**config.mk**
```make
export PLATFORM = sky130hd
export DESIGN_NAME = fetch_stage_flat
export DESIGN_NICKNAME = d
export VERILOG_FILES = /design/src/rtl/fetch_stage_if.sv /design/src/rtl/fetch_stage.sv /design/src/flat_wrapper.sv
export SDC_FILE = /design/constraint.sdc
export NUM_CORES = 1
export LEC_CHECK = 0
export CAP_MARGIN = 0
export CELL_PAD_IN_SITES_DETAIL_PLACEMENT = 1
export CELL_PAD_IN_SITES_GLOBAL_PLACEMENT = 1
export CORE_MARGIN = 3
export CORE_UTILIZATION = 50
export CTS_CLUSTER_DIAMETER = 100
export DETAILED_ROUTE_END_ITERATION = 12
export DONT_BUFFER_PORTS = 1
export HOLD_SLACK_MARGIN = 0.03
export PLACE_DENSITY_LB_ADDON = 0.1
export SYNTH_ARGS = -nofsm -noshare
export SYNTH_HDL_FRONTEND = slang
export SYNTH_SLANG_ARGS = --single-unit
```
**constraint.sdc**
```tcl
create_clock -name clk -period 5.1 [get_ports clk]
set_clock_uncertainty 0.05 [all_clocks]
set_input_delay 1.275 -clock clk [delete_from_list [all_inputs] [get_ports clk]]
set_output_delay 1.275 -clock clk [all_outputs]
set_load 0.005 [all_outputs]
```
**src/rtl/fetch_stage_if.sv**
```systemverilog
// Instruction-memory port between the fetch stage and imem: req/gnt handshake with a
// single outstanding read whose data returns later on rvalid/rdata.
interface fetch_stage_if;
    logic        req;
    logic [31:0] addr;
    logic        gnt;
    logic        rvalid;
    logic [31:0] rdata;

    modport master (output req, addr, input gnt, rvalid, rdata);
    modport slave  (input req, addr, output gnt, rvalid, rdata);
endinterface

```
**src/rtl/fetch_stage.sv**
```systemverilog
// IF stage plus IF/ID register: owns the fetch PC, keeps one imem read in flight and
// parks a response that returns during a stall in a 1-entry skid buffer.
module fetch_stage #(
    parameter logic [31:0] RESET_PC  = 32'h0000_0000,
    parameter logic [31:0] NOP_INSTR = 32'h0000_0013
) (
    input  logic                 clk,
    input  logic                 rst,
    input  logic                 stall,
    input  logic                 flush,
    input  logic [31:0]          pcTarget_E,
    fetch_stage_if.master        imem,
    output logic [31:0]          instr_D,
    output logic [31:0]          pc_D,
    output logic [31:0]          pcPlus4_D,
    output logic                 valid_D
);

    typedef enum logic [1:0] {IDLE, WAIT, DROP} state_t;

    state_t      state, state_nxt;
    logic [31:0] pc_f;
    logic [31:0] req_pc;
    logic        buf_valid;
    logic [31:0] buf_instr;
    logic [31:0] buf_pc;

    logic        rsp_take;
    logic        req;
    logic        grant;

    // A wanted response is one that returns while WAIT; DROP responses are swallowed.
    assign rsp_take  = (state == WAIT) && imem.rvalid;

    // Re-requesting in the same cycle a response lands keeps zero-wait memory at 1 instr/cycle.
    assign req       = !rst && !flush && !buf_valid &&
                       ((state == IDLE) || (rsp_take && !stall));
    assign grant     = req && imem.gnt;

    assign imem.req  = req;
    assign imem.addr = {pc_f[31:2], 2'b00};

    always_comb begin
        state_nxt = state;
        if (flush) begin
            case (state)
                WAIT:    state_nxt = imem.rvalid ? IDLE : DROP;
                DROP:    state_nxt = imem.rvalid ? IDLE : DROP;
                default: state_nxt = IDLE;
            endcase
        end else if (grant) begin
            state_nxt = WAIT;
        end else if (imem.rvalid && (state != IDLE)) begin
            state_nxt = IDLE;
        end
    end

    always_ff @(posedge clk) begin
        if (rst) begin
            state <= IDLE;
        end else begin
            state <= state_nxt;
        end
    end

    always_ff @(posedge clk) begin
        if (rst) begin
            pc_f   <= RESET_PC;
            req_pc <= 32'h0;
        end else begin
            if (flush) begin
                pc_f <= {pcTarget_E[31:2], 2'b00};
            end else if (grant) begin
                pc_f <= pc_f + 32'd4;
            end
            if (grant) begin
                req_pc <= pc_f;
            end
        end
    end

    // Skid buffer: filled by a stalled response, drained into IF/ID on the first free cycle.
    always_ff @(posedge clk) begin
        if (rst) begin
            buf_valid <= 1'b0;
            buf_instr <= NOP_INSTR;
            buf_pc    <= 32'h0;
        end else if (flush) begin
            buf_valid <= 1'b0;
        end else if (rsp_take && stall) begin
            buf_valid <= 1'b1;
            buf_instr <= imem.rdata;
            buf_pc    <= req_pc;
        end else if (!stall) begin
            buf_valid <= 1'b0;
        end
    end

    always_ff @(posedge clk) begin
        if (rst) begin
            valid_D   <= 1'b0;
            instr_D   <= NOP_INSTR;
            pc_D      <= 32'h0;
            pcPlus4_D <= 32'h0;
        end else if (flush) begin
            valid_D   <= 1'b0;
            instr_D   <= NOP_INSTR;
        end else if (!stall) begin
            if (buf_valid) begin
                valid_D   <= 1'b1;
                instr_D   <= buf_instr;
                pc_D      <= buf_pc;
                pcPlus4_D <= buf_pc + 32'd4;
            end else if (rsp_take) begin
                valid_D   <= 1'b1;
                instr_D   <= imem.rdata;
                pc_D      <= req_pc;
                pcPlus4_D <= req_pc + 32'd4;
            end else begin
                valid_D   <= 1'b0;
                instr_D   <= NOP_INSTR;
            end
        end
    end

    a_buf_blocks_req: assert property (@(posedge clk) disable iff (rst) buf_valid |-> !req);
    a_no_req_in_drop: assert property (@(posedge clk) disable iff (rst) (state == DROP) |-> !req);

endmodule

```
**src/flat_wrapper.sv**
```systemverilog
// flat-port wrapper written by rule: the top's interface ports become plain ports
module fetch_stage_flat 
#(
    parameter logic [31:0] RESET_PC  = 32'h0000_0000,
    parameter logic [31:0] NOP_INSTR = 32'h0000_0013
)
  (clk, rst, stall, flush, pcTarget_E, instr_D, pc_D, pcPlus4_D, valid_D, imem_req, imem_addr, imem_gnt, imem_rvalid, imem_rdata);
  fetch_stage_if imem_i ();
  input  logic clk;
  input  logic rst;
  input  logic stall;
  input  logic flush;
  input  logic [31:0] pcTarget_E;
  output logic [31:0] instr_D;
  output logic [31:0] pc_D;
  output logic [31:0] pcPlus4_D;
  output logic valid_D;
  output wire logic [$bits(imem_i.req)-1:0] imem_req;
  output wire logic [$bits(imem_i.addr)-1:0] imem_addr;
  input wire logic [$bits(imem_i.gnt)-1:0] imem_gnt;
  input wire logic [$bits(imem_i.rvalid)-1:0] imem_rvalid;
  input wire logic [$bits(imem_i.rdata)-1:0] imem_rdata;
  assign imem_req = imem_i.req;
  assign imem_addr = imem_i.addr;
  assign imem_i.gnt = imem_gnt;
  assign imem_i.rvalid = imem_rvalid;
  assign imem_i.rdata = imem_rdata;
  fetch_stage #(.RESET_PC(RESET_PC), .NOP_INSTR(NOP_INSTR)) u_core (.clk(clk), .rst(rst), .stall(stall), .flush(flush), .pcTarget_E(pcTarget_E), .imem(imem_i), .instr_D(instr_D), .pc_D(pc_D), .pcPlus4_D(pcPlus4_D), .valid_D(valid_D));
endmodule
```
==> out/metrics.yaml, run 1 <==
timing:
  hold_violations: 0
  slew_violations: 0
  worst_slack_ns: 1.56
  setup_viol: 0
  clock.fmax_mhz: 282
  finalSetupTns_ns: 0
  fin_crit_ns: 3.54
  worstMarginPinSlew_ns: 1.22
  period_share: 0.694
  rsz0062_at_grt: "no"
  slew_headroom: 0.183
critical_path:
  reg2reg_to: "u_core.pcPlus4_D[28]"
  critical_path.startpoint_type: "primary input"
  worstSetupPathType: "in2out"
  worst-r2r-cell-count: 6
  path_cells: "or2_2, nor3_1"
  cp.arrival_ns: 2.22
  crit_family: "simple AND/OR/NAND/NOR gates"
  crit_fanout: 53
  path_depth: 2
  cp-end-kind: "output port"
  cp.required_ns: 3.77
  critPathLaunch: "flush"
  crit_slowest_cell: "or2_2"
  r2r-start: "u_core.buf_valid"
  max_stage_delay_ns: 0.54
  crit_end: "imem_req"
  reg2reg_slack_ns: 2.15
  critPathBufInv: 0
synthesis:
  ys_ff_latch: 218
  synth_area_um2: 9660
  synth.distinct_cells: 71
  synth_edf_count: 0
  async_flop_share: 0
  synth_ff_type: "dfxtp_1"
  synthCells: 1165
  ys_seq_area_frac: 0.452
  ys_warn_count: 0
  syn_area_per_cell_um2: 8.29
min_path:
  hold_path_class: "reg2reg"
cts:
  cts_resized: 0
  cts_root_buf: "clkbuf_16"
  htreeDepth: 1
  cts_tree: "built"
  clk_pin_slew_ns: 0.06
  cts_setup_buffers: 0
  cts_buffers: 24
  cts_hold_buffers: 0
  insertion_delay_ns: 0.52
  clock_sinks: 218
  clk_path_buf_depth: 3
detailed_routing:
  drt_wl_total_um: 28500
  drt_iter0_markers: 636
  viasPerCell: 6.12
  wl_per_cell_um: 20.5
  first_pass_iters: 5
  vias: 8503
  ant_nets: 0
  route.detailed.drc: 0
power:
  vdd_ir_drop_max_v: 0.000247
  power.density_nw_per_um2: 343
  leakage_nw: 3.38
final_layout:
  fin_nets: 1185
  final_cell_mix: "nand2_1, dfxtp_1, a21oi_1, nor2_1, nand3_1"
  final_common_cell: "nand2_1"
  antenna_cells: 0
  final_area_um2: 10500
  syn_to_final_growth_pct: 8.60
  drive_gt1_frac: 0.0682
  final_core_util: 0.557
grt:
  grt_first_pass_wirelength_um: 45900
  grt_overflow_total: 0
  grt_start_max_net_pins: 181
  grt_usage: 0.258
  antenna_found_initial: 0
  grt_pass1_vias: 8368
placed_design:
  post_dp_cell_area_um2: 9700
  gp_congestion: 0.802
  dp_hpwl_um: 18500
  dp_slack_ns: 1.54
  io_buffers: 0
die:
  fp.dieW_um: 145
  io_pins: 200
  fp.dieH_um: 145
  dieArea_um2: 21000
  std_cell_rows: 50
  fp.coreArea_um2: 18800
  start_util: 0.513
outcome:
  status: "finished clean"
job:
  cap_violations: 0
where the power goes:
part	leakage, nW	internal [W]	switching (W)
sequential	1.76	0.00173	0.0000397
clock	0.388	0.00103	0.000706
combinational	1.23	0.0000382	0.0000608
layer usage:
layer	vias to the layer above	GRT usage	part of all wire	wire length, µm
met4	0	0.0508	0.012	352
met5	-	0	0	0
met1	4167	0.362	0.46	13200
li1	4068	-	-	-
met3	27	0.0712	0.078	2240
met2	241	0.404	0.45	12700
cell type report:
| class | instances | area [µm²] |
|---|---|---|
| timing repair buffer | 14 | 105 |
| clock inverter | 9 | 109 |
| fill | 2234 | 8340 |
| inverter | 10 | 37.5 |
| clock buffer | 35 | 682 |
| sequential | 218 | 4370 |
| tap | 260 | 325 |
| multi-input combinational | 843 | 4870 |
registers in the layout (all words and copies together) (netlist names):
register,count
u_core.buf_pc,30
u_core.pc_f,30
u_core.instr_D,32
u_core.req_pc,30
u_core.pc_D,30
u_core.buf_instr,32
u_core.valid_D,1
u_core.state,2
u_core.buf_valid,1
u_core.pcPlus4_D,30
stage by stage:
| step | std cells | power, W | hold slack, ns |
|---|---|---|---|
| after global routing | 1389 | 0.00373 | 0.422 |
| final | 1389 | 0.00360 | 0.400 |
| after global placement | 1345 | 0.00190 | 0.385 |
| after floorplan | 1170 | 0.00190 | 0.386 |
| after detailed placement | 1345 | 0.00190 | 0.390 |
| after CTS | 1389 | 0.00363 | 0.398 |
cells in the mapped netlist, drive strengths merged, types with 5 or more instances:
| library cell | count | area share |
|---|---|---|
| a31oi | 13 | 0.0084 |
| dfxtp | 218 | 0.45 |
| buf | 34 | 0.020 |
| inv | 10 | 0.0039 |
| mux2i | 32 | 0.033 |
| a22oi | 9 | 0.0084 |
| a222oi | 31 | 0.032 |
| a21oi | 128 | 0.067 |
| nand2b | 6 | 0.0039 |
| nand4b | 10 | 0.012 |
| mux2 | 10 | 0.012 |
| or4 | 7 | 0.0054 |
| o311ai | 6 | 0.0054 |
| nand3b | 9 | 0.0070 |
| nand4 | 20 | 0.015 |
| and3 | 15 | 0.0097 |
| a211oi | 29 | 0.024 |
| nand3 | 49 | 0.026 |
| nand2 | 245 | 0.095 |
| xnor2 | 15 | 0.014 |
| and4 | 5 | 0.0045 |
| o21ai | 24 | 0.012 |
| nor3 | 17 | 0.0088 |
| clkbuf | 65 | 0.025 |
| or3 | 5 | 0.0032 |
| nor2 | 88 | 0.034 |
worst min path at each step:
stage	from	endpoint	cells past startpoint
3_3_place_gp	u_core.buf_instr[11]	u_core.buf_instr[11]	2
2_1_floorplan	u_core.buf_instr[10]	u_core.buf_instr[10]	2
3_5_place_dp	u_core.buf_instr[5]	u_core.buf_instr[5]	2
6_report	u_core.buf_instr[3]	u_core.buf_instr[3]	2
5_1_grt	u_core.buf_pc[31]	u_core.buf_pc[31]	2
4_1_cts	u_core.buf_instr[5]	u_core.buf_instr[5]	2
cells by family after synthesis:
logic type      share of synthesized area
other cells                      0.000388
buf+inv                            0.0493
mux                                0.0448
compound gates                      0.193
xor+xnor                           0.0145
fa+ha+maj                         0.00518
flops                               0.452
simple gates                        0.241
Note: power is estimated with default switching activity, not from simulation.
==> inputs of run 2 (changes only) <==
--- a/config.mk
+++ b/config.mk
@@ -9,7 +9,7 @@
 export CELL_PAD_IN_SITES_DETAIL_PLACEMENT = 1
 export CELL_PAD_IN_SITES_GLOBAL_PLACEMENT = 1
 export CORE_MARGIN = 3
-export CORE_UTILIZATION = 50
+export CORE_UTILIZATION = 42
 export CTS_CLUSTER_DIAMETER = 100
 export DETAILED_ROUTE_END_ITERATION = 12
 export DONT_BUFFER_PORTS = 1
==> constraint.sdc (replaced) <==
create_clock -name clk -period 3.2 [get_ports clk]
set_clock_uncertainty 0.05 [all_clocks]
set_input_delay 0.8 -clock clk [delete_from_list [all_inputs] [get_ports clk]]
set_output_delay 0.8 -clock clk [all_outputs]
set_load 0.005 [all_outputs]
==> out/metrics.yaml, run 2 (synthesis gave the netlist of run 1 again) <==
detailed_routing:
  wl_per_cell_um: 20.5  # -0.15%
  drt_wl_total_um: 29200  # +2.3%
  vias: 8431  # -0.85%
  ant_nets: 0  # unchanged
  viasPerCell: 5.92  # -3.2%
  first_pass_iters: 6  # +1
  route.detailed.drc: 0  # unchanged
  drt_iter0_markers: 647  # +1.7%
grt:
  grt_usage: 0.225  # -0.0330
  grt_overflow_total: 0  # unchanged
  grt_pass1_vias: 8133  # -2.8%
  grt_first_pass_wirelength_um: 45800  # -0.18%
  grt_start_max_net_pins: 181  # unchanged
  antenna_found_initial: 0  # unchanged
min_path:
  hold_path_class: "in2reg"
  min_to: "u_core.buf_instr[30]"
  hold_depth: 1  # -1
  worstHoldStart: "rst"
cts:
  cts_root_buf: "clkbuf_16"
  cts_resized: 0  # unchanged
  cts_tree: "built"
  insertion_delay_ns: 0.52  # about the same
  cts_setup_buffers: 0  # unchanged
  clock_sinks: 218  # unchanged
  cts_hold_buffers: 0  # unchanged
  clk_pin_slew_ns: 0.06  # about the same
  clk_path_buf_depth: 3  # unchanged
  cts_buffers: 25  # +4.2%
  htreeDepth: 1  # unchanged
outcome:
  status: "finished clean"
die:
  std_cell_rows: 54  # +8.0%
  start_util: 0.435  # -0.0784
  dieArea_um2: 24900  # +18%
  fp.dieW_um: 158  # +8.7%
  fp.coreArea_um2: 22200  # +18%
  io_pins: 200  # unchanged
  fp.dieH_um: 158  # +8.7%
timing:
  finalSetupTns_ns: 0  # unchanged
  fin_crit_ns: 2.81
  slew_violations: 0  # unchanged
  worst_slack_ns: 0.392  # -1.17 ns
  setup_viol: 0  # unchanged
  slew_headroom: 0.437  # +0.254
  clock.fmax_mhz: 356
  hold_violations: 0  # unchanged
  period_share: 0.878
  rsz0062_at_grt: "no"
  worstMarginPinSlew_ns: 0.840  # -0.384 ns
critical_path:
  worstSetupPathType: "reg2out"
  r2r-start: "u_core.buf_valid"
  cp.arrival_ns: 1.96  # -0.26 ns
  worst-r2r-cell-count: 6  # unchanged
  critical_path.startpoint_type: "flop"
  reg2reg_to: "u_core.pcPlus4_D[26]"
  cp.required_ns: 2.35  # -1.42 ns
  reg2reg_slack_ns: 0.49  # -1.66 ns
  cp-end-kind: "output port"
  crit_fanout: 6  # -89%
placed_design:
  gp_congestion: 0.806  # +0.40%
  io_buffers: 0  # unchanged
  dp_hpwl_um: 19700  # +6.2%
  dp_slack_ns: 0.513  # -1.03 ns
  post_dp_cell_area_um2: 9840  # +1.5%
final_layout:
  antenna_cells: 0  # unchanged
  fillerInstances: 2700  # +21%
  final_common_cell: "nand2_1"
  seqCellArea_um2: 4370  # about the same
  drive_gt1_frac: 0.0805  # +0.0123
  syn_to_final_growth_pct: 10.4
  top_regs: "u_core.buf_instr (32), u_core.instr_D (32)"
  final_cell_mix: "nand2_1, dfxtp_1, a21oi_1, nor2_1, nand3_1"
  fin_nets: 1198  # +1.1%
  final_area_um2: 10700  # +1.7%
  multiInputGateArea_um2: 4870  # unchanged
power:
  clock_power_share: 0.488  # +0.006
  internal_power_w: 0.00452  # +62%
  leakage_nw: 3.47  # +2.6%
  p_switching_w: 0.00130  # +61%
  switching_share: 0.223  # -0.000822
  vdd_ir_drop_max_v: 0.000409  # +66%
  power_frac_comb: 0.028  # about the same
  seqPwrFrac: 0.483  # -0.007
  power.density_nw_per_um2: 546  # +59%
job:
  cap_violations: 0  # unchanged
run 2: cell count changes in the layout (fill, tap and decap cells not counted), sizes merged:
cell	delta
buf	+12
bufinv	-1
clkbuf	+4
clkinv	-2
clkinvlp	-1
inv	+2
run 2: worst max path at each step:
stage	start	to	cells past startpoint
global placement	u_core.buf_valid	u_core.pcPlus4_D[28]	6
detailed placement	u_core.buf_valid	u_core.pcPlus4_D[26]	6
CTS	u_core.state[1]	imem_req	5
finish	u_core.state[1]	imem_req	5
global route	u_core.state[1]	imem_req	5
floorplan	u_core.buf_valid	u_core.pcPlus4_D[16]	12
run 2: power by group through the flow:
stage | clock network, W | logic, W | registers [W]
after global routing | 0.00306 | 0.000187 | 0.00282
after floorplan | 0 | 0.000175 | 0.00285
after CTS | 0.00292 | 0.000167 | 0.00281
after detailed placement | 0 | 0.000166 | 0.00287
after global placement | 0 | 0.000163 | 0.00287
final | 0.00284 | 0.000166 | 0.00281
run 2: final cells by class:
| cell class | count | share of cell area |
|---|---|---|
| multi-input combinational | 843 | 0.456 |
| clock inverter | 7 | 0.00633 |
| inverter | 10 | 0.00352 |
| timing repair buffer | 26 | 0.0206 |
| clock buffer | 39 | 0.0711 |
| sequential | 218 | 0.409 |
| tap | 280 | 0.0328 |
run 2: critical path, stage by stage (launching register included):
cell     delay [ns]
dfxtp_1        0.32
inv_1          0.08
ha_1           0.20
and3b_1        0.39
nor2_1         0.09
nor3_1         0.36
run 2: metal layers:
layer / vias up / track usage / routed length (µm)
li1: 4089 / - / -
met1: 4043 / 0.332 / 13500
met2: 266 / 0.337 / 12800
met3: 33 / 0.0566 / 2420
met4: 0 / 0.0405 / 452
met5: - / 0 / 0
run 2: through the flow:
stage           util  cells  power, W  hold WS (ns)
2_1_floorplan      -   1170   0.00302         0.386
3_3_place_gp   0.443   1377   0.00304         0.386
3_5_place_dp   0.443   1377   0.00304         0.391
4_1_cts        0.480   1423   0.00590         0.289
5_1_grt        0.480   1423   0.00607         0.289
6_report       0.480   1423   0.00582         0.318
==> inputs of run 3 (changes only) <==
--- a/config.mk
+++ b/config.mk
@@ -6,15 +6,13 @@
 export NUM_CORES = 1
 export LEC_CHECK = 0
 export CAP_MARGIN = 0
-export CELL_PAD_IN_SITES_DETAIL_PLACEMENT = 1
-export CELL_PAD_IN_SITES_GLOBAL_PLACEMENT = 1
 export CORE_MARGIN = 3
-export CORE_UTILIZATION = 42
+export CORE_UTILIZATION = 50
 export CTS_CLUSTER_DIAMETER = 100
 export DETAILED_ROUTE_END_ITERATION = 12
 export DONT_BUFFER_PORTS = 1
 export HOLD_SLACK_MARGIN = 0.03
-export PLACE_DENSITY_LB_ADDON = 0.1
+export PLACE_DENSITY = 0.68
 export SYNTH_ARGS = -nofsm -noshare
 export SYNTH_HDL_FRONTEND = slang
 export SYNTH_SLANG_ARGS = --single-unit
==> out/metrics.yaml, run 3 (synthesis gave the netlist of run 1 again) <==
outcome:
  status: "finished clean"
min_path:
  min_to: "u_core.buf_instr[26]"
  hold_path_class: "in2reg"
  hold_depth: 1  # unchanged
  worstHoldStart: "rst"
critical_path:
  crit_fanout: 6  # unchanged
  path_cells: "ha_1, and3b_1, nor2_1, nor3_1"
  cp-end-kind: "output port"
  critical_path.startpoint_type: "flop"
  cp.arrival_ns: 1.95  # about the same
  worstSetupPathType: "reg2out"
  crit_slowest_cell: "dfxtp_1"
  reg2reg_slack_ns: 0.59  # +0.10 ns
  cp.required_ns: 2.35  # about the same
  reg2reg_to: "u_core.pcPlus4_D[28]"
  max_stage_delay_ns: 0.37  # -0.02 ns
  r2r-start: "u_core.buf_valid"
  worst-r2r-cell-count: 6  # unchanged
grt:
  grt_usage: 0.228  # +0.00224
  antenna_found_initial: 0  # unchanged
  grt_first_pass_wirelength_um: 40600  # -11%
  grt_pass1_vias: 7359  # -9.5%
  grt_start_max_net_pins: 181  # unchanged
  grt_overflow_total: 0  # unchanged
final_layout:
  final_common_cell: "nand2_1"
  top_regs: "u_core.buf_instr (32), u_core.instr_D (32)"
  fin_nets: 1192  # -0.50%
  antenna_cells: 0  # unchanged
  final_cell_mix: "nand2_1, dfxtp_1, a21oi_1, nor2_1, nand3_1"
  syn_to_final_growth_pct: 8.72
  drive_gt1_frac: 0.0690  # -0.0115
cts:
  insertion_delay_ns: 0.52  # about the same
  cts_resized: 0  # unchanged
  clk_pin_slew_ns: 0.06  # about the same
  htreeDepth: 1  # unchanged
  cts_hold_buffers: 0  # unchanged
  clk_path_buf_depth: 3  # unchanged
  cts_buffers: 24  # -4.0%
  cts_root_buf: "clkbuf_16"
  cts_setup_buffers: 0  # unchanged
  cts_tree: "built"
  clock_sinks: 218  # unchanged
detailed_routing:
  drt_wl_total_um: 25400  # -13%
  first_pass_iters: 7  # +1
  ant_nets: 0  # unchanged
  viasPerCell: 5.98  # +0.94%
  drt_iter0_markers: 659  # +1.9%
  vias: 8319  # -1.3%
  wl_per_cell_um: 18.2  # -11%
  route.detailed.drc: 0  # unchanged
die:
  dieArea_um2: 21000  # -15%
  std_cell_rows: 50  # -7.4%
  fp.coreArea_um2: 18800  # -15%
  start_util: 0.513  # +0.0784
  fp.dieH_um: 145  # -8.0%
  fp.dieW_um: 145  # -8.0%
  io_pins: 200  # unchanged
timing:
  fin_crit_ns: 2.80  # -0.0123 ns
  finalSetupTns_ns: 0  # unchanged
  period_share: 0.874  # -0.00383
  rsz0062_at_grt: "no"
  setup_viol: 0  # unchanged
  clock.fmax_mhz: 358  # +0.44%
  hold_violations: 0  # unchanged
  slew_headroom: 0.526  # +0.0896
  slew_violations: 0  # unchanged
  worstMarginPinSlew_ns: 0.710  # -0.131 ns
power:
  vdd_ir_drop_max_v: 0.000361  # -12%
  p_total_w: 0.00559  # -4.0%
  power.density_nw_per_um2: 533  # -2.4%
  leakage_nw: 3.39  # -2.2%
placed_design:
  io_buffers: 0  # unchanged
  dp_hpwl_um: 16800  # -14%
  gp_congestion: 0.876  # +8.7%
job:
  cap_violations: 0  # unchanged
==> run 3: changes by cell type in the layout (fill, tap and decap cells not counted) <==
cell	previous run	this run
inv_6	2	0
dfxtp_4	1	0
buf_12	2	1
dfxtp_2	0	1
buf_4	24	20
clkbuf_1	6	8
clkbuf_8	8	3
clkinv_2	4	2
==> run 3: metal layers <==
layer,share of wire,track usage
met5,0,0
met4,0.016,0.0485
met3,0.091,0.0675
met2,0.43,0.327
met1,0.47,0.339
==> run 3: worst max-delay path by stage <==
stage | from | endpoint | slack, ns | cells past startpoint
finish | u_core.state[0] | imem_req | 0.40 | 4
global route | u_core.state[0] | imem_req | 0.33 | 4
CTS | u_core.state[0] | imem_req | 0.36 | 4
detailed placement | u_core.buf_valid | u_core.pcPlus4_D[28] | 0.62 | 6
global placement | u_core.buf_valid | u_core.pcPlus4_D[31] | 0.64 | 6
floorplan | u_core.buf_valid | u_core.pcPlus4_D[16] | 0.17 | 12
==> run 3: worst max-delay path, delay by kind of cell, from the launching register on <==
kind | cells | cell delay (ns)
adder cells (fa/ha/maj) | 1 | 0.24
flip-flops | 1 | 0.37
AND/OR/NAND/NOR | 3 | 0.83
==> run 3: metrics by stage <==
step | area (µm²) | std cells | setup WS [ns] | utilization | hold slack, ns
after global routing | 10500 | 1391 | 0.327 | 0.558 | 0.282
after floorplan | 9680 | 1170 | 0.172 | - | 0.386
after global placement | 9770 | 1352 | 0.641 | 0.519 | 0.385
after detailed placement | 9770 | 1352 | 0.619 | 0.519 | 0.393
final | 10500 | 1391 | 0.404 | 0.558 | 0.303
after CTS | 10500 | 1391 | 0.362 | 0.558 | 0.296
==> run 3: cell type report <==
type | count | area, µm²
flip-flops and latches | 218 | 4370
fillers | 1734 | 8330
clock buffers | 36 | 697
inverters | 10 | 37.5
clock inverters | 3 | 40.0
multi-input cells | 843 | 4870
repair buffers | 21 | 170
well taps | 260 | 325
==> run 3: report_power, final <==
group          switching (W)  leakage [nW]  internal [W]
Clock                0.00106         0.361       0.00157
Sequential         0.0000597          1.76       0.00275
Combinational      0.0000953          1.26     0.0000653
Total                0.00121          3.39       0.00438
